**config.mk**
```make
export PLATFORM = sky130hd
export DESIGN_NAME = spi_controller
export DESIGN_NICKNAME = d
export VERILOG_FILES = /design/src/rtl/spi_controller_pkg.sv /design/src/rtl/spi_controller_shift_engine.sv /design/src/rtl/spi_controller.sv
export SDC_FILE = /design/constraint.sdc
export NUM_CORES = 1
export LEC_CHECK = 0
export ABC_CLOCK_PERIOD_IN_PS = 4070
export BUFFER_PORTS_ARGS = -buffer_cell sky130_fd_sc_hd__buf_2
export CORE_ASPECT_RATIO = 1.75
export CORE_MARGIN = 1.5
export CORE_UTILIZATION = 33
export CTS_CLUSTER_DIAMETER = 40
export DETAILED_ROUTE_END_ITERATION = 10
export GPL_ROUTABILITY_DRIVEN = 0
export MAX_ROUTING_LAYER = met4
export PLACE_DENSITY_LB_ADDON = 0.1
export SLEW_MARGIN = 20
export SYNTH_ARGS = -nofsm -noshare
export SYNTH_HDL_FRONTEND = slang
export SYNTH_HIERARCHICAL = 1
export SYNTH_SLANG_ARGS = --single-unit
```
**constraint.sdc**
```tcl
create_clock -name clk -period 4.07 [get_ports clk]
set_clock_uncertainty 0.1 [all_clocks]
set_input_delay 0.407 -clock clk [delete_from_list [all_inputs] [get_ports clk]]
set_output_delay 0.407 -clock clk [all_outputs]
set_load 0.05 [all_outputs]
```
**src/rtl/spi_controller_pkg.sv**
```systemverilog
`default_nettype none
// ============================================================================
//  Module   : spi_controller_pkg
//  Purpose  : Shared definitions for the memory-mapped SPI master: shift
//             engine state encoding, register offsets, CTRL field positions,
//             the clock divider width, and a CTRL word packing helper.
//  Ports    : none (package)
//  Revision : 1.0 - initial release
// ============================================================================
package spi_controller_pkg;

    // Shift engine states
    typedef enum logic [1:0] {
        ST_IDLE  = 2'd0,
        ST_LEAD  = 2'd1,
        ST_TRAIL = 2'd2,
        ST_DONE  = 2'd3
    } spi_state_e;

    // Word offsets (bus address[3:2])
    localparam logic [1:0] SPI_REG_DATA = 2'd0;
    localparam logic [1:0] SPI_REG_CTRL = 2'd1;

    // CTRL field positions
    localparam int CTRL_CPHA_BIT = 8;
    localparam int CTRL_CPOL_BIT = 9;
    localparam int CTRL_BUSY_BIT = 16;
    localparam int CTRL_OVR_BIT  = 17;

    // Clock divider width (CTRL[7:0])
    localparam int DIV_W = 8;

    // Assemble the CTRL read word from its fields; unlisted bits read 0.
    function automatic logic [31:0] pack_ctrl(
        input logic [DIV_W-1:0] div,
        input logic             cpol,
        input logic             cpha,
        input logic             busy,
        input logic             overrun
    );
        logic [31:0] word;
        word                = '0;
        word[DIV_W-1:0]     = div;
        word[CTRL_CPHA_BIT] = cpha;
        word[CTRL_CPOL_BIT] = cpol;
        word[CTRL_BUSY_BIT] = busy;
        word[CTRL_OVR_BIT]  = overrun;
        return word;
    endfunction

endpackage
`default_nettype wire

```
**src/rtl/spi_controller_shift_engine.sv**
```systemverilog
`default_nettype none
// ============================================================================
//  Module   : spi_shift_engine
//  Purpose  : SPI shift FSM. One transfer of DATA_BITS bits, MSB first, with
//             a half-period counter that runs 0..div (div+1 clk per phase).
//             The divider value is re-latched at every phase boundary so a
//             CTRL change mid-transfer applies from the next half-period.
//  Ports    : clk, reset (async, active-low)
//             start    - one-cycle request, honoured only in IDLE
//             tx_data  - byte loaded into the shifter on start
//             div      - live CTRL divider
//             cpol     - SCK idle level
//             cpha     - 0: sample on leading edge, 1: sample on trailing
//             miso     - serial input
//             busy     - high from start until the DONE cycle completes
//             rx_data  - last completed received byte
//             sclk     - SCK (registered)
//             mosi     - MOSI (registered)
//  Revision : 1.0 - initial release
// ============================================================================
module spi_shift_engine
    import spi_controller_pkg::*;
#(
    parameter int DATA_BITS = 8
) (
    input  logic                 clk,
    input  logic                 reset,
    input  logic                 start,
    input  logic [DATA_BITS-1:0] tx_data,
    input  logic [DIV_W-1:0]     div,
    input  logic                 cpol,
    input  logic                 cpha,
    input  logic                 miso,
    output logic                 busy,
    output logic [DATA_BITS-1:0] rx_data,
    output logic                 sclk,
    output logic                 mosi
);

    localparam int CNT_W = (DATA_BITS > 1) ? $clog2(DATA_BITS) : 1;

    spi_state_e           state_q,   state_d;
    logic [DIV_W-1:0]     hc_q,      hc_d;
    logic [DIV_W-1:0]     cur_div_q, cur_div_d;
    logic [CNT_W-1:0]     bit_cnt_q, bit_cnt_d;
    logic [DATA_BITS-1:0] tx_q,      tx_d;
    logic [DATA_BITS-1:0] rx_sh_q,   rx_sh_d;
    logic [DATA_BITS-1:0] rx_q,      rx_d;
    logic                 busy_q,    busy_d;
    logic                 sclk_q,    sclk_d;
    logic                 mosi_q,    mosi_d;

    logic                 phase_end;
    logic                 last_bit;
    logic [DATA_BITS-1:0] tx_shl;
    logic [DATA_BITS-1:0] rx_shin;

    assign phase_end = (hc_q == cur_div_q);
    assign last_bit  = (bit_cnt_q == CNT_W'(DATA_BITS - 1));
    assign tx_shl    = {tx_q[DATA_BITS-2:0], 1'b0};
    assign rx_shin   = {rx_sh_q[DATA_BITS-2:0], miso};

    always_comb begin
        state_d   = state_q;
        hc_d      = hc_q;
        cur_div_d = cur_div_q;
        bit_cnt_d = bit_cnt_q;
        tx_d      = tx_q;
        rx_sh_d   = rx_sh_q;
        rx_d      = rx_q;
        busy_d    = busy_q;
        sclk_d    = sclk_q;
        mosi_d    = mosi_q;

        case (state_q)
            ST_IDLE: begin
                // SCK tracks CPOL while idle so a mode change shows at once
                sclk_d = cpol;
                mosi_d = 1'b0;
                if (start) begin
                    state_d   = ST_LEAD;
                    hc_d      = '0;
                    cur_div_d = div;
                    bit_cnt_d = '0;
                    tx_d      = tx_data;
                    busy_d    = 1'b1;
                    // CPHA=0 presents the first bit before the leading edge
                    mosi_d    = cpha ? 1'b0 : tx_data[DATA_BITS-1];
                end
            end

            ST_LEAD: begin
                if (phase_end) begin
                    sclk_d    = ~cpol;
                    hc_d      = '0;
                    cur_div_d = div;
                    state_d   = ST_TRAIL;
                    if (cpha) begin
                        mosi_d = tx_q[DATA_BITS-1];
                        tx_d   = tx_shl;
                    end else begin
                        rx_sh_d = rx_shin;
                    end
                end else begin
                    hc_d = hc_q + DIV_W'(1);
                end
            end

            ST_TRAIL: begin
                if (phase_end) begin
                    sclk_d    = cpol;
                    hc_d      = '0;
                    cur_div_d = div;
                    bit_cnt_d = bit_cnt_q + CNT_W'(1);
                    if (cpha) begin
                        rx_sh_d = rx_shin;
                    end else begin
                        tx_d   = tx_shl;
                        mosi_d = tx_shl[DATA_BITS-1];
                    end
                    state_d = last_bit ? ST_DONE : ST_LEAD;
                end else begin
                    hc_d = hc_q + DIV_W'(1);
                end
            end

            ST_DONE: begin
                rx_d    = rx_sh_q;
                busy_d  = 1'b0;
                mosi_d  = 1'b0;
                state_d = ST_IDLE;
            end

            default: state_d = ST_IDLE;
        endcase
    end

    always_ff @(posedge clk or negedge reset) begin
        if (!reset) begin
            state_q   <= ST_IDLE;
            hc_q      <= '0;
            cur_div_q <= '0;
            bit_cnt_q <= '0;
            tx_q      <= '0;
            rx_sh_q   <= '0;
            rx_q      <= '0;
            busy_q    <= 1'b0;
            sclk_q    <= 1'b0;
            mosi_q    <= 1'b0;
        end else begin
            state_q   <= state_d;
            hc_q      <= hc_d;
            cur_div_q <= cur_div_d;
            bit_cnt_q <= bit_cnt_d;
            tx_q      <= tx_d;
            rx_sh_q   <= rx_sh_d;
            rx_q      <= rx_d;
            busy_q    <= busy_d;
            sclk_q    <= sclk_d;
            mosi_q    <= mosi_d;
        end
    end

    assign busy    = busy_q;
    assign rx_data = rx_q;
    assign sclk    = sclk_q;
    assign mosi    = mosi_q;

endmodule
`default_nettype wire

```
**src/rtl/spi_controller.sv**
```systemverilog
`default_nettype none
// ============================================================================
//  Module   : spi_controller
//  Purpose  : Memory-mapped SPI master register file. Decodes core
//             loads/stores (active-low byte mask), starts transfers in the
//             shift engine and returns registered read data.
//             Optional feature macro: SPI_MODE_SEL_EN (CTRL[9:8] = {CPOL,CPHA});
//             without it the block is fixed to SPI mode 0.
//  Ports    : clk, reset (async, active-low)
//             address[1:0]  - word select (bus address[3:2])
//             data_in[31:0] - write data
//             write_mask[3:0] - per-byte mask, 0 = byte written
//             bus_enable    - access strobe
//             write_enable  - 1 = write, 0 = read
//             data_out[31:0] - registered read data
//             spi_clk, spi_mosi (out), spi_miso (in)
//  Map      : 0 DATA  W: start transfer   R: {0, rx}
//             1 CTRL  [7:0] div, [9:8] mode, [16] busy RO, [17] overrun W1C
//             2,3     read 0, writes ignored
//  Revision : 1.0 - initial release
// ============================================================================
module spi_controller
    import spi_controller_pkg::*;
#(
    parameter int DIV_RESET = 3,
    parameter int DATA_BITS = 8
) (
    input  logic        clk,
    input  logic        reset,
    input  logic [1:0]  address,
    input  logic [31:0] data_in,
    input  logic [3:0]  write_mask,
    input  logic        bus_enable,
    input  logic        write_enable,
    output logic [31:0] data_out,
    output logic        spi_clk,
    output logic        spi_mosi,
    input  logic        spi_miso
);

    logic [DIV_W-1:0]     div_q,      div_d;
    logic                 overrun_q,  overrun_d;
    logic [31:0]          data_out_q, data_out_d;

    logic                 wr_access;
    logic                 rd_access;
    logic                 data_wr;
    logic                 ctrl_wr;
    logic                 start;
    logic                 busy;
    logic [DATA_BITS-1:0] rx_data;
    logic                 cpol;
    logic                 cpha;
    logic [31:0]          rd_word;
    logic                 unused_bits;

    assign wr_access = bus_enable &  write_enable;
    assign rd_access = bus_enable & ~write_enable;
    assign data_wr   = wr_access && (address == SPI_REG_DATA) && !write_mask[0];
    assign ctrl_wr   = wr_access && (address == SPI_REG_CTRL);
    // A DATA write while busy (including the DONE cycle) is dropped
    assign start     = data_wr && !busy;

    // Bits of the write bus that no register field consumes
    assign unused_bits = ^{data_in, write_mask};

`ifdef SPI_MODE_SEL_EN
    logic [1:0] mode_q, mode_d;

    always_comb begin
        mode_d = mode_q;
        if (ctrl_wr && !write_mask[1]) begin
            mode_d = {data_in[CTRL_CPOL_BIT], data_in[CTRL_CPHA_BIT]};
        end
    end

    always_ff @(posedge clk or negedge reset) begin
        if (!reset) begin
            mode_q <= 2'b00;
        end else begin
            mode_q <= mode_d;
        end
    end

    assign cpol = mode_q[1];
    assign cpha = mode_q[0];
`else
    assign cpol = 1'b0;
    assign cpha = 1'b0;
`endif

    always_comb begin
        div_d = div_q;
        if (ctrl_wr && !write_mask[0]) begin
            div_d = data_in[DIV_W-1:0];
        end

        overrun_d = overrun_q;
        if (data_wr && busy) begin
            overrun_d = 1'b1;
        end else if (ctrl_wr && !write_mask[2] && data_in[CTRL_OVR_BIT]) begin
            overrun_d = 1'b0;
        end
    end

    always_comb begin
        rd_word = '0;
        case (address)
            SPI_REG_DATA: rd_word = {{(32-DATA_BITS){1'b0}}, rx_data};
            SPI_REG_CTRL: rd_word = pack_ctrl(div_q, cpol, cpha, busy, overrun_q);
            default:      rd_word = '0;
        endcase
        data_out_d = rd_access ? rd_word : data_out_q;
    end

    always_ff @(posedge clk or negedge reset) begin
        if (!reset) begin
            div_q      <= DIV_W'(DIV_RESET);
            overrun_q  <= 1'b0;
            data_out_q <= '0;
        end else begin
            div_q      <= div_d;
            overrun_q  <= overrun_d;
            data_out_q <= data_out_d;
        end
    end

    assign data_out = data_out_q;

    spi_shift_engine #(
        .DATA_BITS (DATA_BITS)
    ) u_engine (
        .clk     (clk),
        .reset   (reset),
        .start   (start),
        .tx_data (data_in[DATA_BITS-1:0]),
        .div     (div_q),
        .cpol    (cpol),
        .cpha    (cpha),
        .miso    (spi_miso),
        .busy    (busy),
        .rx_data (rx_data),
        .sclk    (spi_clk),
        .mosi    (spi_mosi)
    );

endmodule
`default_nettype wire

```
# == Word-level counts from Yosys, hierarchy flattened ==
# Index checks and enable logic that the tools add are counted.
# word_totals
ff_bits,88
inputBits,43
wordCells,84
# classes
eq_ne,10
bitwise_logic,4
reduce_logical,27
addsub,2
n_mux,28
# op_table
cell,n
$pmux 18 s2,1
$mux 8,4
$pmux 8 s2,2
$mux 7,2
$pmux 7 s2,1
$reduce_and 3->1,4
$add 8x1->8 const B,1
$eq 8x8->1,1
$logic_and 1x1->1,8
$mux 2,4
$pmux 2 s4,1
$reduce_and 2->1,4
$reduce_bool 2->1,4
$mux 1,7
$mux 3,2
$ne 2x1->1 const B,3
$pmux 1 s3,2
$pmux 3 s2,1
$eq 2x1->1 const B,2
$eq 2x2->1 const B,2
$logic_not 2->1,2
$add 3x1->3 const B,1
$eq 3x3->1 const B,1
$logic_not 1->1,3
other kinds (6),8

# == Longest topological paths before layout ==
# depth
depth_word,6
ltp_mapped,8
mapped_depth_nobuf,7

# == By module ==
# Netlist, hierarchy kept.
# by_module_without_submodules
mod,area_per_inst_um2,cells_per_inst,seq_area_each_um2,instances
spi_shift_engine,2388.5,196,1201.2,1
spi_controller,998.5,91,478.0,1

# == Least setup slack after synthesis ==
# No wires, ideal clock.
# synth_path
path_kind,input port to flip-flop
startpoint,in address[0]
endpoint,reg u_engine.hc_q[2]
path_slack_ns,1.536
setup_time_ns,0.134
arrival_time_ns,2.300
cell_stages,7
cell_sequence,buf_2 -> nor4b_1 -> nor2b_1 -> clkbuf_1 -> or2_2 -> a21oi_1 -> nor2_1
# synth_via
elab_chain_len,6
# synth_rtl
element,line_no,text
from (decl),spi_controller.sv:30,"input logic [1:0] address,"
$logic_not 2->1,spi_controller.sv:59,assign data_wr = wr_access && (address == SPI_REG_DATA) && !write_mask[0];
$logic_and 1x1->1 (2 in series),spi_controller.sv:59,
$logic_and 1x1->1,spi_controller.sv:62,assign start = data_wr && !busy;
via start,spi_controller.sv:49,logic start;
$ne 2x2->1 (no source line),--,
$reduce_and 2->1 (no source line),--,
to (signal assigned),spi_controller_shift_engine.sv:141,hc_q <= '0;
to (signal assigned),spi_controller_shift_engine.sv:152,hc_q <= hc_d;
to (decl),spi_controller_shift_engine.sv:43,"logic [DIV_W-1:0] hc_q, hc_d;"
# The timed path passes the listed nets, and every way through them passes these cells.
# A chain may end at the register's enable or synchronous reset.

# == Worst setup path after layout ==
# layout_path
startpoint,reg u_engine.state_q[1]
endpoint,reg u_engine.tx_q[4]
# layout_via
elab_chain_len,3
# layout_rtl
element,line_no,text
from (decl),spi_controller_shift_engine.sv:42,"spi_state_e state_q, state_d;"
from (signal assigned),spi_controller_shift_engine.sv:151,state_q <= state_d;
$eq 2x2->1 or $logic_not 2->1 (tied branches),spi_controller_shift_engine.sv:75,case (state_q)
$ne 2x1->1 (no source line) (tied with other cells),--,
$reduce_and 3->1 (no source line),--,
to (signal assigned),spi_controller_shift_engine.sv:155,tx_q <= tx_d;
to (decl),spi_controller_shift_engine.sv:46,"logic [DATA_BITS-1:0] tx_q, tx_d;"
# Several ways; a longest one is shown, not always the timed one.

==> metrics.txt <==
Worst path slowest cell=nor2b_1; MaxCap Viol Count=0; Initial DRC Count=98; Simple-Gate Fraction of Synth Area=8.607%; first-pass GRT wire length=11.66 mm; Synth Area in Adders=3.325%; Avg WL per Cell=15.56 µm; IO buf count=29; Worst VDD drop=0.2436 mV; CTS tree=yes; IO Pins=77; CP endpoint kind=register; crit path cell chain=inv_1 > ha_1 > nor2b_1 > nor2_1 > o211ai_2 > mux2_2; Final setup viols=0; via count=2157; row count=48; status=finished, final reports clean; CTS H-tree lvls=3; CP Launch Type=register; reg2reg setup slack=1400 ps; Pre-Repair DR Iteration Count=4; Pwr Density=420.0 mW/mm²; Placed Area=0.003597 mm²; Fillers=slightly above 1000; largest net degree at the start of global routing=40; core box area=0.009910 mm²; worst-margin pin slew=between 800 and 900 ps; initial antenna violation count=0; Seq cells post-synth=67; largest family of logic cells by synthesized area=multiplexers; Post-synth ARST share=100.0%; Warnings, synthesis=6; RSZ-0062 raised after global routing=no; kind of critical path=register to register; Initial Util=about a third; Antenna diodes=0; mux cell area share after synthesis=19.47%; CP peak stage delay=roughly 600 ps; number of global-route vias before repair=2222; Sink Count=67; Clock Root Buffer=clkbuf_16; Setup Buffers After CTS=0; Hold Crit Class=input port to asynchronous set/reset pin; GRT Util Overall=~15%; Die Span Y=approximately 140 µm; Worst Reg2Reg Path Length in Cells=6; Highest Clock Rate=374.6 MHz; number of synthesized flops with an enable pin=0; share of layout cells above drive strength 1=31.00%; WP data required=4180 ps; Final Critical Period=2670 ps; Lkg Pwr=1.843 nW; Layout area overhead=14.59%; Worst-Skew Late Latency=330 ps; width of the die=79.58 µm; grt ovf=0; fraction of the mapped netlist area in compound gates=between 8 and 9%; RR Startpoint=u_engine/state_q[1]; Mapped Cells=287; Seq/Total Area, Yosys=49.58%; period utilisation layout=65.59%; Slew Viols, Final=0; Util after Layout=39.17%; Design Area, Final=0.003881 mm²; Most used DFF post-synth=dfrtp_1; cts bufs inserted=9; Hold-fix buffers, CTS=0; CTS max path bufs=2; crit-path max FO=11; Worst-path clk slew=50 ps; CP Data Arrival Time=2780 ps; PnR Total Power=1.630 mW; Critical R2R Capture=u_engine/tx_q[4]; WL final=7.063 mm; final hold violation count=0; Post-Route Setup TNS=0 ps; Syn Area/Cell=11.80 µm²; DRT antenna net count=0; Via density=4.751; count of cell types in the netlist=43; Synth Area in XOR/XNOR=3.620%; relative slew slack=40.33%; post_cts resized=0; die area=0.01090 mm²; DP HPWL=5.351 mm; Residual DRC=0; Final Net Count=377; Cell Area, Synth=0.003387 mm²
==> worst max-delay path, delay by kind of cell (launching register included) <==
kind,cells,cell delay (ps)
AND/OR/NAND/NOR,2,890
flip-flops,1,430
multiplexers,1,400
AO/OA/AOI/OAI,1,300
adder cells (fa/ha/maj),1,270
buffers and inverters,1,140
==> state kept, by name, indices dropped and copies added (netlist names), 2 cells and up <==
signal / count
data_out: 10
div_q: 8
u_engine/cur_div_q: 8
u_engine/hc_q: 8
u_engine/rx_data: 8
u_engine/rx_sh_q: 8
u_engine/tx_q: 8
u_engine/bit_cnt_q: 3
u_engine/state_q: 2
==> stage by stage <==
| stage | hold WS [ps] | cells | worst slack [ps] |
|---|---|---|---|
| floorplan | 11.41 | 312 | 1536 |
| global placement | 363.5 | 439 | 1277 |
| detailed placement | 373.5 | 439 | 1288 |
| CTS | 141.3 | 454 | 1378 |
| global route | 188.0 | 454 | 1194 |
| finish | 106.8 | 454 | 1400 |
==> final cells by class <==
class	count	area [µm²]	area share, %
clock buffers	10	229.0	5.899
clock inverters	5	55.05	1.418
inverters	7	26.28	0.6770
multi-input cells	209	1575	40.59
flip-flops and latches	67	1679	43.26
well taps	125	156.4	4.030
repair buffers	31	160.2	4.126
==> how the worst max path moves through the flow <==
stage	cells after the start	slack [ps]	startpoint	to
finish	6	1400	u_engine/state_q[1]	u_engine/tx_q[4]
global route	6	1190	u_engine/state_q[1]	u_engine/tx_q[5]
CTS	6	1380	u_engine/state_q[1]	u_engine/tx_q[4]
detailed placement	7	1290	address[0]	u_engine/tx_q[4]
global placement	7	1280	address[0]	u_engine/tx_q[3]
floorplan	7	1540	address[0]	u_engine/hc_q[2]
==> cell usage after synthesis, types with 3 or more instances <==
library cell | n | area share, %
o21ai_0 | 17 | 2.5
a21oi_1 | 8 | 1.2
mux2_2 | 47 | 16
xnor2_1 | 9 | 2.3
o2bb2ai_1 | 3 | 0.78
nand2_1 | 18 | 2.0
nor2_1 | 13 | 1.4
dfrtp_1 | 65 | 48
buf_4 | 22 | 4.9
clkbuf_1 | 5 | 0.55
xor2_1 | 5 | 1.3
nand4_1 | 3 | 0.55
nor3_1 | 3 | 0.44
inv_1 | 7 | 0.78
nand3_1 | 5 | 0.74
ha_1 | 9 | 3.3
mux2i_1 | 13 | 3.8
==> cell families (layout without fill, tap and decap cells) <==
family,count (synthesis),after routing
flops,67,67
other cells,1,26
mux,60,60
simple gates,57,57
buf+inv,36,53
xor+xnor,14,14
compound gates,43,43
fa+ha+maj,9,9
==> power breakdown <==
| group | total, mW | switching [mW] | internal, mW |
|---|---|---|---|
| Clock | 0.746 | 0.278 | 0.468 |
| Combinational | 0.163 | 0.121 | 0.0412 |
| Sequential | 0.721 | 0.0220 | 0.699 |
| Total | 1.63 | 0.421 | 1.21 |
==> cells in the final DEF (no fill, tap or decap), drive strengths merged, types with 9 or more instances in the layout <==
cell    instances
o21ai          17
xnor2           9
nand2          18
conb           26
a21oi          10
dfrtp          65
buf            31
mux2           47
mux2i          13
clkbuf         10
ha              9
nor2           14
==> metal layers <==
layer	GRT usage [%]	part of all wire, %
met3	2.400	2.5
met4	8.285	2.3
met1	16.67	41
met2	25.09	54
met5	-	0
No activity file was read; power rests on OpenSTA's default activity.
